`src/rtl/param_store_buffer_if.sv`:
```
// Store push and cache write-port bundle for param_store_buffer.
// slave is the buffer side, master is the producer / cache side.
interface param_store_buffer_if #(
    parameter int AW = 64,
    parameter int DW = 64
) ();
    logic            valid_i;
    logic            ready_o;
    logic [AW-1:0]   paddr_i;
    logic [DW-1:0]   data_i;
    logic [DW/8-1:0] be_i;
    logic [1:0]      size_i;

    logic            mem_req_o;
    logic            mem_gnt_i;
    logic [AW-1:0]   mem_addr_o;
    logic [DW-1:0]   mem_wdata_o;
    logic [DW/8-1:0] mem_be_o;
    logic [1:0]      mem_size_o;

    modport slave (
        input  valid_i, paddr_i, data_i, be_i, size_i, mem_gnt_i,
        output ready_o, mem_req_o, mem_addr_o, mem_wdata_o,
        output mem_be_o, mem_size_o
    );

    modport master (
        output valid_i, paddr_i, data_i, be_i, size_i, mem_gnt_i,
        input  ready_o, mem_req_o, mem_addr_o, mem_wdata_o,
        input  mem_be_o, mem_size_o
    );
endinterface

```
`src/rtl/param_store_buffer.sv`:
```
// Two-level store buffer: speculative FIFO feeding a commit FIFO that drains to the cache.
// Define STORE_BUF_FWD_EN to build the store-to-load forwarding path.
module param_store_buffer #(
    parameter int AW           = 64,
    parameter int DW           = 64,
    parameter int SPEC_DEPTH   = 4,
    parameter int COMMIT_DEPTH = 8,
    parameter int CMP_LSB      = 3
) (
    input  logic                            clk_i,
    input  logic                            rst_ni,
    input  logic                            flush_i,
    param_store_buffer_if.slave             bus,
    input  logic                            commit_i,
    output logic                            commit_ready_o,
    input  logic [11:0]                     page_offset_i,
    output logic                            offset_match_o,
    input  logic [AW-1:0]                   ld_paddr_i,
    input  logic [DW/8-1:0]                 ld_be_i,
    output logic                            fwd_hit_o,
    output logic [DW-1:0]                   fwd_data_o,
    output logic                            no_st_pending_o,
    output logic [$clog2(SPEC_DEPTH):0]     spec_cnt_o,
    output logic [$clog2(COMMIT_DEPTH):0]   commit_cnt_o
);
    localparam int SW = $clog2(SPEC_DEPTH);
    localparam int CW = $clog2(COMMIT_DEPTH);
    localparam int BW = DW / 8;
    localparam logic [SW:0] SPEC_MAX = (SW+1)'(SPEC_DEPTH);
    localparam logic [CW:0] CMT_MAX  = (CW+1)'(COMMIT_DEPTH);

    typedef struct packed {
        logic [AW-1:0] addr;
        logic [DW-1:0] data;
        logic [BW-1:0] be;
        logic [1:0]    size;
    } entry_t;

    entry_t                  spec_q [SPEC_DEPTH];
    entry_t                  cmt_q  [COMMIT_DEPTH];
    logic [SPEC_DEPTH-1:0]   spec_vld;
    logic [COMMIT_DEPTH-1:0] cmt_vld;
    logic [SW-1:0]           spec_wptr, spec_rptr, spec_rptr_n;
    logic [CW-1:0]           cmt_wptr, cmt_rptr;
    logic [SW:0]             spec_cnt, spec_cnt_n;
    logic [CW:0]             cmt_cnt, cmt_cnt_n;
    logic                    push, commit_fire, pop;
    entry_t                  cmt_head;

    assign bus.mem_req_o   = (cmt_cnt != '0);
    assign pop             = bus.mem_req_o & bus.mem_gnt_i;
    assign commit_ready_o  = (spec_cnt != '0) &
                             ((cmt_cnt < CMT_MAX) | pop);
    assign commit_fire     = commit_i & commit_ready_o;
    assign bus.ready_o     = (spec_cnt < SPEC_MAX) | commit_fire;
    // Stores presented during a flush belong to the squashed path.
    assign push            = bus.valid_i & bus.ready_o & ~flush_i;

    assign cmt_head        = cmt_q[cmt_rptr];
    assign bus.mem_addr_o  = cmt_head.addr;
    assign bus.mem_wdata_o = cmt_head.data;
    assign bus.mem_be_o    = cmt_head.be;
    assign bus.mem_size_o  = cmt_head.size;

    assign no_st_pending_o = (cmt_cnt == '0);
    assign spec_cnt_o      = spec_cnt;
    assign commit_cnt_o    = cmt_cnt;

    always_comb begin
        spec_rptr_n = spec_rptr;
        if (commit_fire) spec_rptr_n = spec_rptr + SW'(1);
        spec_cnt_n = spec_cnt;
        if (push && !commit_fire) spec_cnt_n = spec_cnt + (SW+1)'(1);
        else if (!push && commit_fire) spec_cnt_n = spec_cnt - (SW+1)'(1);
        if (flush_i) spec_cnt_n = '0;
        cmt_cnt_n = cmt_cnt;
        if (commit_fire && !pop) cmt_cnt_n = cmt_cnt + (CW+1)'(1);
        else if (!commit_fire && pop) cmt_cnt_n = cmt_cnt - (CW+1)'(1);
    end

    always_ff @(posedge clk_i or negedge rst_ni) begin
        if (!rst_ni) begin
            spec_vld  <= '0;
            cmt_vld   <= '0;
            spec_wptr <= '0;
            spec_rptr <= '0;
            cmt_wptr  <= '0;
            cmt_rptr  <= '0;
            spec_cnt  <= '0;
            cmt_cnt   <= '0;
        end else begin
            if (pop) begin
                cmt_vld[cmt_rptr] <= 1'b0;
                cmt_rptr          <= cmt_rptr + CW'(1);
            end
            if (commit_fire) begin
                spec_vld[spec_rptr] <= 1'b0;
                cmt_vld[cmt_wptr]   <= 1'b1;
                cmt_wptr            <= cmt_wptr + CW'(1);
            end
            if (push) begin
                spec_vld[spec_wptr] <= 1'b1;
                spec_wptr           <= spec_wptr + SW'(1);
            end
            if (flush_i) begin
                spec_vld  <= '0;
                spec_wptr <= spec_rptr_n;
            end
            spec_rptr <= spec_rptr_n;
            spec_cnt  <= spec_cnt_n;
            cmt_cnt   <= cmt_cnt_n;
        end
    end

    // Payload storage needs no reset; the valid bits qualify it.
    always_ff @(posedge clk_i) begin
        if (push) begin
            spec_q[spec_wptr] <= '{addr: bus.paddr_i, data: bus.data_i,
                                   be: bus.be_i, size: bus.size_i};
        end
        if (commit_fire) cmt_q[cmt_wptr] <= spec_q[spec_rptr];
    end

    always_comb begin
        offset_match_o = bus.valid_i &
            (bus.paddr_i[11:CMP_LSB] == page_offset_i[11:CMP_LSB]);
        for (int i = 0; i < SPEC_DEPTH; i++) begin
            if (spec_vld[i] &&
                spec_q[i].addr[11:CMP_LSB] == page_offset_i[11:CMP_LSB])
                offset_match_o = 1'b1;
        end
        for (int i = 0; i < COMMIT_DEPTH; i++) begin
            if (cmt_vld[i] &&
                cmt_q[i].addr[11:CMP_LSB] == page_offset_i[11:CMP_LSB])
                offset_match_o = 1'b1;
        end
    end

    logic unused_offset_lsb;
    assign unused_offset_lsb = ^page_offset_i[CMP_LSB-1:0];

`ifdef STORE_BUF_FWD_EN
    logic [BW-1:0] fwd_cov;
    logic [CW-1:0] cidx;
    logic [SW-1:0] sidx;
    logic          unused_ld_lsb;

    assign unused_ld_lsb = ^ld_paddr_i[CMP_LSB-1:0];

    // Walk oldest to newest, commit queue first, so younger lanes overwrite.
    always_comb begin
        fwd_cov    = '0;
        fwd_data_o = '0;
        cidx       = '0;
        sidx       = '0;
        for (int i = 0; i < COMMIT_DEPTH; i++) begin
            cidx = cmt_rptr + CW'(i);
            if (cmt_vld[cidx] &&
                cmt_q[cidx].addr[AW-1:CMP_LSB] == ld_paddr_i[AW-1:CMP_LSB]) begin
                for (int b = 0; b < BW; b++) begin
                    if (cmt_q[cidx].be[b]) begin
                        fwd_cov[b]          = 1'b1;
                        fwd_data_o[8*b +: 8] = cmt_q[cidx].data[8*b +: 8];
                    end
                end
            end
        end
        for (int i = 0; i < SPEC_DEPTH; i++) begin
            sidx = spec_rptr + SW'(i);
            if (spec_vld[sidx] &&
                spec_q[sidx].addr[AW-1:CMP_LSB] == ld_paddr_i[AW-1:CMP_LSB]) begin
                for (int b = 0; b < BW; b++) begin
                    if (spec_q[sidx].be[b]) begin
                        fwd_cov[b]          = 1'b1;
                        fwd_data_o[8*b +: 8] = spec_q[sidx].data[8*b +: 8];
                    end
                end
            end
        end
        fwd_hit_o = (ld_be_i != '0) && ((ld_be_i & ~fwd_cov) == '0);
    end
`else
    logic unused_ld;
    assign unused_ld  = ^{ld_paddr_i, ld_be_i};
    assign fwd_hit_o  = 1'b0;
    assign fwd_data_o = '0;
`endif
endmodule

```
`src/flat_wrapper.sv`:
```
// flat-port wrapper written by rule: the top's interface ports become plain ports
module param_store_buffer_flat 
#(
    parameter int AW           = 64,
    parameter int DW           = 64,
    parameter int SPEC_DEPTH   = 4,
    parameter int COMMIT_DEPTH = 8,
    parameter int CMP_LSB      = 3
)
  (clk_i, rst_ni, flush_i, commit_i, commit_ready_o, page_offset_i, offset_match_o, ld_paddr_i, ld_be_i, fwd_hit_o, fwd_data_o, no_st_pending_o, spec_cnt_o, commit_cnt_o, bus_valid_i, bus_paddr_i, bus_data_i, bus_be_i, bus_size_i, bus_mem_gnt_i, bus_ready_o, bus_mem_req_o, bus_mem_addr_o, bus_mem_wdata_o, bus_mem_be_o, bus_mem_size_o);
  param_store_buffer_if #(.AW(AW), .DW(DW)) bus_i ();
  input  logic clk_i;
  input  logic rst_ni;
  input  logic flush_i;
  input  logic commit_i;
  output logic commit_ready_o;
  input  logic [11:0] page_offset_i;
  output logic offset_match_o;
  input  logic [AW-1:0] ld_paddr_i;
  input  logic [DW/8-1:0] ld_be_i;
  output logic fwd_hit_o;
  output logic [DW-1:0] fwd_data_o;
  output logic no_st_pending_o;
  output logic [$clog2(SPEC_DEPTH):0] spec_cnt_o;
  output logic [$clog2(COMMIT_DEPTH):0] commit_cnt_o;
  input wire logic [$bits(bus_i.valid_i)-1:0] bus_valid_i;
  input wire logic [$bits(bus_i.paddr_i)-1:0] bus_paddr_i;
  input wire logic [$bits(bus_i.data_i)-1:0] bus_data_i;
  input wire logic [$bits(bus_i.be_i)-1:0] bus_be_i;
  input wire logic [$bits(bus_i.size_i)-1:0] bus_size_i;
  input wire logic [$bits(bus_i.mem_gnt_i)-1:0] bus_mem_gnt_i;
  output wire logic [$bits(bus_i.ready_o)-1:0] bus_ready_o;
  output wire logic [$bits(bus_i.mem_req_o)-1:0] bus_mem_req_o;
  output wire logic [$bits(bus_i.mem_addr_o)-1:0] bus_mem_addr_o;
  output wire logic [$bits(bus_i.mem_wdata_o)-1:0] bus_mem_wdata_o;
  output wire logic [$bits(bus_i.mem_be_o)-1:0] bus_mem_be_o;
  output wire logic [$bits(bus_i.mem_size_o)-1:0] bus_mem_size_o;
  assign bus_i.valid_i = bus_valid_i;
  assign bus_i.paddr_i = bus_paddr_i;
  assign bus_i.data_i = bus_data_i;
  assign bus_i.be_i = bus_be_i;
  assign bus_i.size_i = bus_size_i;
  assign bus_i.mem_gnt_i = bus_mem_gnt_i;
  assign bus_ready_o = bus_i.ready_o;
  assign bus_mem_req_o = bus_i.mem_req_o;
  assign bus_mem_addr_o = bus_i.mem_addr_o;
  assign bus_mem_wdata_o = bus_i.mem_wdata_o;
  assign bus_mem_be_o = bus_i.mem_be_o;
  assign bus_mem_size_o = bus_i.mem_size_o;
  param_store_buffer #(.AW(AW), .DW(DW), .SPEC_DEPTH(SPEC_DEPTH), .COMMIT_DEPTH(COMMIT_DEPTH), .CMP_LSB(CMP_LSB)) u_core (.clk_i(clk_i), .rst_ni(rst_ni), .flush_i(flush_i), .bus(bus_i), .commit_i(commit_i), .commit_ready_o(commit_ready_o), .page_offset_i(page_offset_i), .offset_match_o(offset_match_o), .ld_paddr_i(ld_paddr_i), .ld_be_i(ld_be_i), .fwd_hit_o(fwd_hit_o), .fwd_data_o(fwd_data_o), .no_st_pending_o(no_st_pending_o), .spec_cnt_o(spec_cnt_o), .commit_cnt_o(commit_cnt_o));
endmodule
```
`config.mk`:
```
export PLATFORM = sky130hd
export DESIGN_NAME = param_store_buffer_flat
export DESIGN_NICKNAME = d
export VERILOG_FILES = /design/src/rtl/param_store_buffer_if.sv /design/src/rtl/param_store_buffer.sv /design/src/flat_wrapper.sv
export SDC_FILE = /design/constraint.sdc
export NUM_CORES = 2
export LEC_CHECK = 0
export ABC_AREA = 1
export CELL_PAD_IN_SITES_DETAIL_PLACEMENT = 2
export CELL_PAD_IN_SITES_GLOBAL_PLACEMENT = 2
export CORE_MARGIN = 3
export CORE_UTILIZATION = 47
export CTS_BUF_LIST = sky130_fd_sc_hd__clkbuf_8
export DETAILED_ROUTE_END_ITERATION = 12
export PLACE_DENSITY_LB_ADDON = 0.1
export SLEW_MARGIN = 20
export SYNTH_ARGS = -nofsm -noshare
export SYNTH_HDL_FRONTEND = slang
export SYNTH_SLANG_ARGS = --single-unit
```
`constraint.sdc`:
```
create_clock -name clk_i -period 19.95 [get_ports clk_i]
set_clock_uncertainty 0.15 [all_clocks]
set_input_delay 3.99 -clock clk_i [delete_from_list [all_inputs] [get_ports clk_i]]
set_output_delay 3.99 -clock clk_i [all_outputs]
set_load 0.1 [all_outputs]
```
Word-level counts from Yosys, hierarchy flattened
Memory sizes are Yosys's and may differ from the RTL's.
Cells that the tools add are included.
{ "totals": {"word_cells": 122, "output_inout_bits": 215, "n_memories": 2, "input_bits": 228, "ff_bits": 29, "ramBits": 1656} }
{ "memory_table": {"columns": ["memory", "words", "width", "read_ports", "rd_clocked_by_memory_dff", "wr", "line_no", "text"], "rows": [
  ["u_core.cmt_q", 8, 138, 9, 0, 1, "param_store_buffer.sv:40", "entry_t cmt_q [COMMIT_DEPTH];"],
  ["u_core.spec_q", 4, 138, 5, 0, 1, "param_store_buffer.sv:39", "entry_t spec_q [SPEC_DEPTH];"]
]} }
{ "op_classes": {"add_sub_neg": 8, "n_bitwise": 15, "reduce_logical": 29, "order_cmp": 10, "n_eq_ne": 13, "muxes": 37} }
{ "ops": {"columns": ["cell", "count"], "rows": [
  ["$eq 9x9->1", 13],
  ["$logic_and 1x1->1", 20],
  ["$mux 1", 20],
  ["$mux 4", 5],
  ["$mux 8", 2],
  ["$add 3x1->3 const B", 3],
  ["$mux 3", 3],
  ["$and 8x8->8", 1],
  ["$lt 3x4->1 const B", 2],
  ["$not 8->8", 1],
  ["$or 8x8->8", 1],
  ["$and 1x1->1", 6],
  ["$demux 1 s3", 2],
  ["$ge 3x1->1 const B", 2],
  ["$lt 2x3->1 const B", 2],
  ["$mux 2", 3],
  ["$reduce_bool 3->1", 2],
  ["$add 2x1->2 const B", 2],
  ["$add 4x1->4 const B", 1],
  ["$and 4x4->4", 1],
  ["$demux 1 s2", 2],
  ["$ge 2x1->1 const B", 2],
  ["$logic_not 4->1", 1],
  ["$lt 4x4->1 const B", 1],
  ["other kinds (10)", 14]
]} }

Logic depth before layout (Yosys ltp)
An unclocked memory read counts as a cell.
{ "depth": {"depth_word": 15, "depth_mapped": 15, "depth_no_buf": 14} }

Least setup slack after synthesis
Ideal clock, no wire load.
{ "synth_timing": {"kind": "input to register", "startpoint": "in bus_mem_gnt_i", "endpoint": "mem u_core.spec_q[0][0] in the netlist's numbering, enable pin", "slack_ps": 8044, "n_path_buf": 0, "t_required_ps": 19161, "setup_time_ps": 639, "stages": 6, "arrival_ps": 11117, "path_cell_list": "inv_1 nand2_1 nand3_2 nand2_1 nand3_1 nor2_1"} }
{ "synth_between": {"elab_chain_len": 9} }
{ "synth_rtl": {"columns": ["item", "line_no", "text"], "rows": [
  ["from (decl)", "flat_wrapper.sv:31", "input wire logic [$bits(bus_i.mem_gnt_i)-1:0] bus_mem_gnt_i;"],
  ["$and 1x1->1", "param_store_buffer.sv:51", "assign pop = bus.mem_req_o & bus.mem_gnt_i;"],
  ["$or 1x1->1", "param_store_buffer.sv:53", "((cmt_cnt < CMT_MAX) | pop);"],
  ["$and 1x1->1", "param_store_buffer.sv:52", "assign commit_ready_o = (spec_cnt != '0) &"],
  ["$and 1x1->1", "param_store_buffer.sv:54", "assign commit_fire = commit_i & commit_ready_o;"],
  ["$or 1x1->1", "param_store_buffer.sv:55", "assign bus.ready_o = (spec_cnt < SPEC_MAX) | commit_fire;"],
  ["net bus_ready_o", "flat_wrapper.sv:32", "output wire logic [$bits(bus_i.ready_o)-1:0] bus_ready_o;"],
  ["$and 1x1->1 (2 in a row)", "param_store_buffer.sv:57", "assign push = bus.valid_i & bus.ready_o & ~flush_i;"],
  ["$mux 1", "param_store_buffer.sv:117", "if (push) begin"],
  ["$mux 1 (not written as such)", "param_store_buffer.sv:118", "spec_q[spec_wptr] <= '{addr: bus.paddr_i, data: bus.data_i,"],
  ["to (decl)", "param_store_buffer.sv:39", null]
]} }
The timed path passes the listed nets, and every way through them passes these cells.

Worst setup path after layout
{ "layout_timing": {"startpoint": "in page_offset_i[9]", "endpoint": "out offset_match_o"} }
{ "layout_between": {"elab_chain_len": 14, "word_cells_on_any_way": 38, "classes_between": "13 x eq/ne; 12 x mux; 1 x bitwise; 12 x reduce/logical"} }
{ "layout_rtl": {"columns": ["item", "line_no", "text"], "rows": [
  ["from (decl)", "flat_wrapper.sv:17", "input logic [11:0] page_offset_i;"],
  ["$eq 9x9->1 (on tied branches)", "param_store_buffer.sv:126, param_store_buffer.sv:129", null],
  ["$and 1x1->1 / $logic_and 1x1->1 (equally long branches)", "param_store_buffer.sv:125, param_store_buffer.sv:128", null],
  ["$mux 1 (4 in a row)", "param_store_buffer.sv:128", "if (spec_vld[i] &&"],
  ["$mux 1 (7 in a row)", "param_store_buffer.sv:133", "if (cmt_vld[i] &&"],
  ["$mux 1 *", "param_store_buffer.sv:133", null],
  ["to (decl)", "flat_wrapper.sv:18", "output logic offset_match_o;"]
]} }
Mark *: on every way between the ends. The rest lies on a longest branch, timed or not.

==> results.ini <==
[routing]
wire_per_inst_um = 31.6
vias_per_cell = 5.97
drc = 0
routed_wl_um = 233000
vias = 44100
firstDrtPassIters = 5
drtIter0Drc = 4170
ant_nets = 0

[power]
vdd_ir_drop_max_v = 0.000320
powerDensity_nw_per_um2 = 189
p_leak_uw = 0.0255

[sta]
tightest_slew_ns = 1.20
setup_viol = 0
period_minus_slack_ns = 11.73
fmax_ghz = 0.0852
slew_viol_final = 0
hold_viol = 0
setup_ws_ns = 8.22
rsz0062_at_grt = false
fin_crit_sh = 0.588
relSlewSlack = 0.197
final.setup.tns_ns = 0

[clock_network]
ctsHoldBuffers = 0
numCtsBuffers = 299
clk_path_buf_depth = 4
clock_sinks = 1685
clockRootBuffer = clkbuf_8
cts_resized = 0
worstSkewPairLatency_ns = 1.01
cts_tree = built
clk_pin_slew_worst_paths_ns = 0.06
post_cts_buffers = 0
htreeDepth = 5

[worst_setup_path]
path_max_fanout = 17
required_ns = 15.81
crit_slowest_cell = clkdlybuf4s50_1
critPathMaxStageDelay_ns = 1.15
crit_arrival_ns = 7.59
critPathLaunchType = input port
worstPathCellList = clkdlybuf4s50_1 -> inv_1 -> nand2_1 -> nand2_1 -> nor2_1 -> nand3_1 -> nor2_1 -> nor2_1 -> nand2_1 -> nor2_1 -> nand2_1 -> clkdlybuf4s50_1
endpoint_kind = output pin
worstSetupPathType = input port to output pin

[floorplan]
start_util = 0.477
io_pins = 443
die_w_um = 381
rows = 136
core_area_um2 = 138000
die_height_um = 381
dieArea_um2 = 145000

[synth]
synth_top_cell_by_area = edfxtp_1
synth.distinct_cells = 35
syn_inst = 4943
synth_top_area_frac = 0.754
ys_seq_area_frac = 0.765
ys_warn_count = 0
ys_ff_latch = 1685
syn_area_um2 = 65900
synth_area_leaders = edfxtp_1, nor2_1, o21ai_0
postSynthAreaPerCell_um2 = 13.3

[cells_and_area]
layout_commonest_cell = edfxtp_1
layout_common_cells = edfxtp_1, nor2_1, o21ai_0
final_cell_area_um2 = 75400
nets = 5559
area_growth_pct = 14.4
drive_above_1_share = 0.0797
fillers = 12800
fin_util = 0.545

[grt]
grt_pass1_vias = 49700
grt_overflow = 0
grt_pass1_wl_um = 338000
grt.total_usage = 0.315
grt_max_degree = 232
antenna_found_initial = 23

[placement]
post-place-ws_ns = 8.28
io_buffers = 302
gp_congestion = 0.788
dp_hpwl_um = 126000
dpl_cell_area_um2 = 70300

[hold_path]
min_path_type = register to register

[flow_run]
maxCapViolCount = 0

[run_status]
status = complete, no violations

## final cells by class
| class | count | area, um^2 | share of cell area |
|---|---|---|---|
| Multi-Input combinational cell | 2858 | 13500 | 0.178 |
| Antenna cell | 16 | 40.0 | 0.000531 |
| Timing Repair Buffer | 362 | 3580 | 0.0474 |
| Clock buffer | 311 | 4280 | 0.0567 |
| Tap cell | 1863 | 2330 | 0.0309 |
| Sequential cell | 1685 | 50500 | 0.669 |
| Inverter | 110 | 448 | 0.00594 |
| Clock inverter | 184 | 831 | 0.0110 |
## layer usage
metal / share of wire / GRT usage / vias to the layer above
met5: 0.00039 / 0 / -
li1: - / - / 18600
met3: 0.053 / 0.0522 / 472
met4: 0.031 / 0.110 / 12
met1: 0.39 / 0.386 / 23400
met2: 0.52 / 0.563 / 1598
## power breakdown
group	internal [uW]	total [uW]	switching, uW
clock	1480	2960	1480
sequential	4800	4980	183
combinational	1140	6280	5140
## through the flow
step | hold WS [ns] | total power, uW | instances
floorplan | 0.302 | 9260 | 5007
global placement | 0.368 | 10900 | 6878
detailed placement | 0.379 | 11200 | 6878
CTS | 0.392 | 14300 | 7373
global route | 0.423 | 14800 | 7383
finish | 0.390 | 14200 | 7389
## final timing paths
check	from	to	slack, ns	cells past startpoint
worst max-delay path	page_offset_i[9]	offset_match_o	8.22	12
worst min-delay path	u_core.commit_cnt_o[3]	u_core.commit_cnt_o[3]	0.39	1
worst max register to register	u_core.spec_rptr[0]	u_core.cmt_q[4][88]	15.67	5
worst min register to register	u_core.commit_cnt_o[3]	u_core.commit_cnt_o[3]	0.39	1
max in group asynchronous	rst_ni	u_core.spec_rptr[1]	15.99	2
min in group asynchronous	rst_ni	u_core.spec_vld[2]	3.30	2
## cells in the mapped netlist
cell,n
a31oi_1,1
nor3_1,2
inv_1,107
clkinv_1,1
nand3b_1,1
conb_1,1
clkbuf_1,159
o22ai_1,137
o21ai_0,637
nand3_2,1
xor2_1,25
xnor2_1,18
buf_2,60
nor2_1,1263
inv_2,2
nand4_1,9
dfrtp_1,29
fa_1,2
buf_6,37
a22o_1,1
buf_1,26
a21boi_0,1
or2_2,5
o2111ai_1,134
nand3_1,22
a31o_2,4
buf_4,71
o21ai_1,224
ha_1,13
edfxtp_1,1656
a211oi_1,1
a21oi_1,45
o211ai_1,3
clkbuf_2,1
nand2_1,244
## cells by family after synthesis
kind of cell             share of synthesized area
AO/OA/AOI/OAI                                0.101
XOR/XNOR                                   0.00571
adder cells (fa/ha/maj)                    0.00307
AND/OR/NAND/NOR                             0.0892
buffers and inverters                       0.0358
other                                    0.0000569
flip-flops                                   0.765
## registers in the layout (all words and copies together) (netlist names)
| signal | flops |
|---|---|
| u_core.cmt_vld | 8 |
| u_core.cmt_rptr | 3 |
| u_core.commit_cnt_o | 4 |
| u_core.cmt_wptr | 3 |
| u_core.spec_cnt_o | 3 |
| u_core.spec_rptr | 2 |
| u_core.spec_vld | 4 |
| u_core.spec_q | 552 |
| u_core.cmt_q | 1104 |
| u_core.spec_wptr | 2 |
## critical path: cells and delay by family
kind / cells / cell delay, ns
AND/OR/NAND/NOR: 9 / 0.96
buffers and inverters: 3 / 2.62
No activity file was read; power rests on OpenSTA's default activity.
